[config.mk]
export PLATFORM = sky130hd
export DESIGN_NAME = sram_ctrl_256x6
export DESIGN_NICKNAME = d
export VERILOG_FILES = /design/src/rtl/sram_ctrl_256x6.sv
export SDC_FILE = /design/constraint.sdc
export NUM_CORES = 1
export LEC_CHECK = 0
export CAP_MARGIN = 0
export CORE_MARGIN = 1
export CORE_UTILIZATION = 30
export CTS_CLUSTER_DIAMETER = 80
export DETAILED_ROUTE_END_ITERATION = 8
export PLACE_DENSITY_LB_ADDON = 0.3
export SYNTH_ARGS = -nofsm -noshare
export SYNTH_HDL_FRONTEND = slang
export SYNTH_SLANG_ARGS = --single-unit
[constraint.sdc]
create_clock -name clock -period 1.6 [get_ports clock]
set_input_delay 0.4 -clock clock [delete_from_list [all_inputs] [get_ports clock]]
set_output_delay 0.4 -clock clock [all_outputs]
set_load 0.02 [all_outputs]
[src/rtl/sram_ctrl_256x6.sv]
// rtl/sram_ctrl_256x6.sv - 256x6 SRAM controller with power-up init sweep and read/write request ports
// Optional feature macro: SRAM_CTRL_HOLD_READ_EN (hold last read response data until the next response)

module sram_ctrl_256x6 #(
    parameter logic [5:0] INIT_VALUE = 6'h00
) (
    input  logic       clock,
    input  logic       reset,
    input  logic       clear,
    input  logic       rreq_valid,
    output logic       rreq_ready,
    input  logic [7:0] rreq_addr,
    output logic       rresp_valid,
    output logic [5:0] rresp_data,
    input  logic       wreq_valid,
    output logic       wreq_ready,
    input  logic [7:0] wreq_addr,
    input  logic [5:0] wreq_data,
    output logic       init_done,
    output logic       arr_ren,
    output logic [7:0] arr_raddr,
    input  logic [5:0] arr_rdata,
    output logic       arr_wen,
    output logic [7:0] arr_waddr,
    output logic [5:0] arr_wdata,
    output logic       arr_wmask
);

    typedef enum logic {
        ST_INIT = 1'b0,
        ST_RUN  = 1'b1
    } state_t;

    state_t     state_q, state_d;
    logic [7:0] cnt_q, cnt_d;
    logic       rresp_valid_q, rresp_valid_d;
    logic       run;
    logic       rd_acc;
    logic       wr_acc;

    // Request handshakes and array port steering: the sweep owns the write port in INIT
    always_comb begin
        run        = (state_q == ST_RUN);
        rreq_ready = run & ~clear;
        wreq_ready = run & ~clear;
        rd_acc     = rreq_valid & rreq_ready;
        wr_acc     = wreq_valid & wreq_ready;
        init_done  = run;

        arr_ren    = rd_acc;
        arr_raddr  = rreq_addr;

        arr_wmask  = 1'b1;
        if (run) begin
            arr_wen   = wr_acc;
            arr_waddr = wreq_addr;
            arr_wdata = wreq_data;
        end else begin
            arr_wen   = 1'b1;
            arr_waddr = cnt_q;
            arr_wdata = INIT_VALUE;
        end
    end

    // Next-state logic: sweep counter, INIT/RUN transitions, clear restarts the sweep
    always_comb begin
        state_d       = state_q;
        cnt_d         = cnt_q;
        rresp_valid_d = rd_acc;

        if (state_q == ST_INIT) begin
            if (clear) begin
                cnt_d = 8'd0;
            end else begin
                cnt_d = cnt_q + 8'd1;
                if (cnt_q == 8'd255) begin
                    state_d = ST_RUN;
                end
            end
        end else begin
            if (clear) begin
                state_d = ST_INIT;
                cnt_d   = 8'd0;
            end
        end
    end

    // State, sweep counter and response strobe registers
    always_ff @(posedge clock or posedge reset) begin
        if (reset) begin
            state_q       <= ST_INIT;
            cnt_q         <= 8'd0;
            rresp_valid_q <= 1'b0;
        end else begin
            state_q       <= state_d;
            cnt_q         <= cnt_d;
            rresp_valid_q <= rresp_valid_d;
        end
    end

    assign rresp_valid = rresp_valid_q;

`ifdef SRAM_CTRL_HOLD_READ_EN
    logic [5:0] hold_q, hold_d;

    // Capture array data in the response cycle so later writes cannot disturb the returned value
    always_comb begin
        hold_d = hold_q;
        if (rresp_valid_q) begin
            hold_d = arr_rdata;
        end
    end

    // Hold register
    always_ff @(posedge clock or posedge reset) begin
        if (reset) begin
            hold_q <= 6'd0;
        end else begin
            hold_q <= hold_d;
        end
    end

    assign rresp_data = rresp_valid_q ? arr_rdata : hold_q;
`else
    assign rresp_data = arr_rdata;
`endif

endmodule

### Word level (Yosys, flattened, before mapping)

Index checks and enable logic that the tools add are counted.

* bits in registers: 10
* bits in latches: 0
* RAM bits: 0
* memory bits (read-only): 0
* output and inout port bits: 35
* memories kept: 0

* add/subtract/negate cells: 1
* multipliers: 0
* divide/modulo/power cells: 0
* order comparisons: 0
* eq/ne operators: 2
* shifts and indexed selects: 0
* mux-type cells: 10
* bitwise gates (word level): 4
* reduce and logical (&&, ||, !) cells: 0

Operator list (count)
* two-way mux 8 bit: 4
* adder 8 x 1 -> 8 bit (second input constant): 1
* == test 8 bit (second input constant): 1
* two-way mux 6 bit: 1
* two-way mux 1 bit: 5
* AND 1 bit: 3
* inequality test 2 bit (second input constant): 1
* NOT 1 bit: 1

### Depth between registers and ports, before layout

* depth in word-level cells: 4
* gate-level depth with buffers: 4

### Worst setup path before layout

OpenSTA, ideal clock, no wires.

* path kind: register to output
* from: register state_q (netlist: init_done)
* to: output arr_ren
* arrival time: 1.480 ns
* data required time: 1.200 ns
* setup slack: -0.280 ns
* cell stages (with the launch flop): 4
* cell sequence: dfrtp_1 -> buf_2 -> nor2b_1 -> and2_1

* cells in the longest elaborated chain, start to end: 2

Ends and longest elaborated chain
* start, declared: line 34 `state_t state_q, state_d;`
* start signal, assigned: line 95 `state_q <= state_d;`
* AND 1 bit: line 44 `rreq_ready = run & ~clear;`
* via rreq_ready: line 11 `output logic rreq_ready,`
* AND 1 bit: line 46 `rd_acc = rreq_valid & rreq_ready;`
* end, declared: line 20 `output logic arr_ren,`

The timed path passes the listed nets, and every way through them passes these cells.

### Worst setup path in the final report

* from: register state_q (netlist: init_done)
* to: output arr_waddr[4]

* cells in the longest elaborated chain, start to end: 1

Ends and longest elaborated chain
* two-way mux 8 bit: line 54 `if (run) begin`
* end, declared: line 24 `output logic [7:0] arr_waddr,`

No other way between the ends.

==> results <==
[what timing repair did]
item                       in CTS  in global routing
gates resized for setup        85                 45
pin swaps                       0                  1
cloned                          0                  1
setup endpoints to repair      20                 16
buffers inserted                2                  1
[layout make-up]
type                            instances  area (µm²)
Fill cell                             211        1000
Timing Repair Buffer                   54         538
Multi-Input combinational cell         48         413
Sequential cell                        10         251
Tap cell                               28        35.0
Clock buffer                            3        22.5
Inverter                                3        11.3
[worst paths after layout]
kind                                     end
worst max register to register      cnt_q[6]
worst min register to register      cnt_q[4]
min in group clock                  cnt_q[4]
worst min-delay path                cnt_q[3]
max in group asynchronous          init_done
worst max-delay path            arr_waddr[4]
[cell families (layout without fill, tap and decap cells)]
kind of cell,Yosys count,in the layout,synth area share (%)
and+or+nand+nor,25,25,20.1
other,1,1,0.506
buffers and inverters,22,60,19.4
adders and majority gates,1,1,1.69
xor gates and xnor gates,4,4,4.73
muxes,8,8,12.0
AOI/OAI and AO/OA,9,9,7.77
DFF,10,10,33.8
[placed cells by master (no fill, tap or decap), drive strengths merged, types with 3 or more instances in the layout]
master	instances
and2	7
buf	34
clkbuf	4
clkdlybuf4s50	17
dfrtp	10
inv	3
mux2	7
nand2	4
nor2	5
o21ai	4
xor2	3
[worst max-delay path, stage by stage (launching register included)]
cell and delay (ns):
sky130_fd_sc_hd__dfrtp_2 0.46, sky130_fd_sc_hd__buf_12 0.16, sky130_fd_sc_hd__mux2_4 0.30, sky130_fd_sc_hd__buf_6 0.13
[power by group through the flow]
| stage | combinational [mW] | sequential [mW] | clock, mW |
|---|---|---|---|
| 4_1_cts | 0.110 | 0.262 | 0.177 |
| 3_5_place_dp | 0.113 | 0.267 | 0 |
| 3_3_place_gp | 0.111 | 0.267 | 0 |
| 6_report | 0.124 | 0.262 | 0.175 |
| 5_1_grt | 0.136 | 0.263 | 0.199 |
| 2_1_floorplan | 0.0897 | 0.270 | 0 |
[flip-flops by register name, indices dropped and copies added, names as in the netlist]
register and count:
cnt_q 8, rresp_valid 1, init_done 1
[per-layer routing]
layer	up-vias	global-route usage, %	share of wire, %
met1	313	17.6	38
met5	-	0	0
met4	0	4.05	1.0
met2	21	26.6	55
met3	6	5.26	6.0
li1	323	-	-
==> parameters.txt <==
Parameter                              Value

Run status
  Status    complete, but fails checks
  Failing checks    negative setup slack

Critical path
  Worst R2R Path Depth    5
  Worst EP required    1.20 ns
  Worst R2R Setup Slack    roughly 0.030 ns
  Kind of launch point of the worst setup path    register
  Source of the worst register-to-register timing path    init_done
  CP endpoint kind    output pin
  Launching instance or port of the critical path    init_done
  Type of the worst setup path    reg -> out
  Max Fanout on Critical Path    7
  Worst Path Arrival    1.33 ns

Layout
  Net count, final    approximately 150
  Finished Layout Cells    roughly 150
  Util after Layout    between 50 and 60%
  Antenna Cells    0
  Share of post-route cells with drive strength above 1    a little under half
  Signed area change from the synthesized netlist to the final layout    71.6%
  Final Instance Area    between 0.001 and 0.0015 mm²

Logic synthesis
  Dominant cell by count in the synthesized netlist    sky130_fd_sc_hd__buf_4
  Per-instance average area after synthesis    ~9.3 µm²
  Share of the yosys chip area belonging to registers    33.8%
  Synthesized instance count    80
  Count of distinct cell types in the synthesized netlist    24
  Cells taking the most area after synthesis    sky130_fd_sc_hd__dfrtp_1 34%, sky130_fd_sc_hd__buf_4 16%, sky130_fd_sc_hd__mux2_2 11%
  Commonest cells in the netlist    16 x sky130_fd_sc_hd__buf_4, 10 x sky130_fd_sc_hd__dfrtp_1, 7 x sky130_fd_sc_hd__and2_1, 7 x sky130_fd_sc_hd__mux2_2, 5 x sky130_fd_sc_hd__nor2_1
  Post-synthesis register bit count    10
  EDFF count, synth    0
  Primary FF master, synth    sky130_fd_sc_hd__dfrtp_1
  Total number of yosys warnings    0
  Syn Nets    about 110
  Fraction of synthesized cell area taken by the top area cell type    33.8%
  Cell accounting for the most synthesized area    sky130_fd_sc_hd__dfrtp_1
  Post-synth ARST share    100%
  Post-synthesis cell area    741 µm²

Floorplanning
  Placeable Area    0.00228 mm²
  Effective utilization at floorplan    roughly 33%
  Die width    51.7 µm
  Die area    between 0.002 and 0.003 mm²
  I/O pins    68
  Floorplan die height    a little over 50 µm
  Total number of placement rows    17

GRT
  Wire length of the first global-routing pass    2.99 mm
  Overall Global Routing Usage    15.3%
  Global route overflow    0
  Vias in the first global route    700
  Maximum number of pins on one net before global-route repair    18
  Antenna violations before repair    0

Power and ir drop
  Proportion of power drawn by flip-flops and latches    between 40% and 50%
  Sw Share    approximately a quarter
  Part of the power in combinational logic    22.1%
  Fraction of power consumed by the clock network    a little under a third
  Leakage power figure    0.669 nW
  Total power after layout    approximately 0.56 mW
  Internal power of the cells    ~0.42 mW
  Worst vdd ir    0.445 mV
  PD cells    about 440 mW/mm²
  Total net switching power    0.140 mW

CTS
  Number of buffers inserted by hold repair at cts    0
  CTS tree    yes
  Number of buffers added by the clock tree synthesis step    3
  CTS H-Tree Depth    1
  Maximum clock insertion buffer count    2
  Clk slew on worst S/H paths    roughly 0.07 ns
  Clock tree sinks    10
  Clock Root Buffer    sky130_fd_sc_hd__clkbuf_4
  Insertion delay to the later sink of the worst-skew pair    about 0.27 ns

Timing
  Post-Route Hold Slack    0.415 ns
  Final TNS setup    -1.27 ns
  Min cycle time layout    between 1.5 and 2 ns
  Maximum clock frequency    slightly below 600 MHz
  Count of endpoints failing setup in the final report    14
  Number of slew-limit violations in the final report    0
  Number of failing hold endpoints at the final stage    0
  Skew final    0.00417 ns
  Post-route worst setup slack    -0.125 ns
  Period utilization    108%
  Unrepaired setup endpoints after global routing    true

Placement
  Number of instances in the placed design    140
  Post-Place Cell Area    0.00114 mm²
  Global placer's final weighted congestion    0.845
  Number of port buffers    38
  DP Worst Slack    -0.591 ns
  Final HPWL from detailed placement    about 1.4 mm

Drt
  Via count    approximately 660
  Total detailed-routing wirelength    2.03 mm
  First drt pass iteration count    4
  Post-detailed-route DRC marker count    0
  Number of design-rule violations left by the first detailed-router iteration    1
  Antenna Violating Nets Remaining    0
  Avg Vias per Cell    around 4.5
  Avg WL per Cell    between 10 and 15 µm

Job
  Max-cap violation count    0

Hold path
  Worst hold path type    in -> async
No activity file was read; power rests on OpenSTA's default activity.
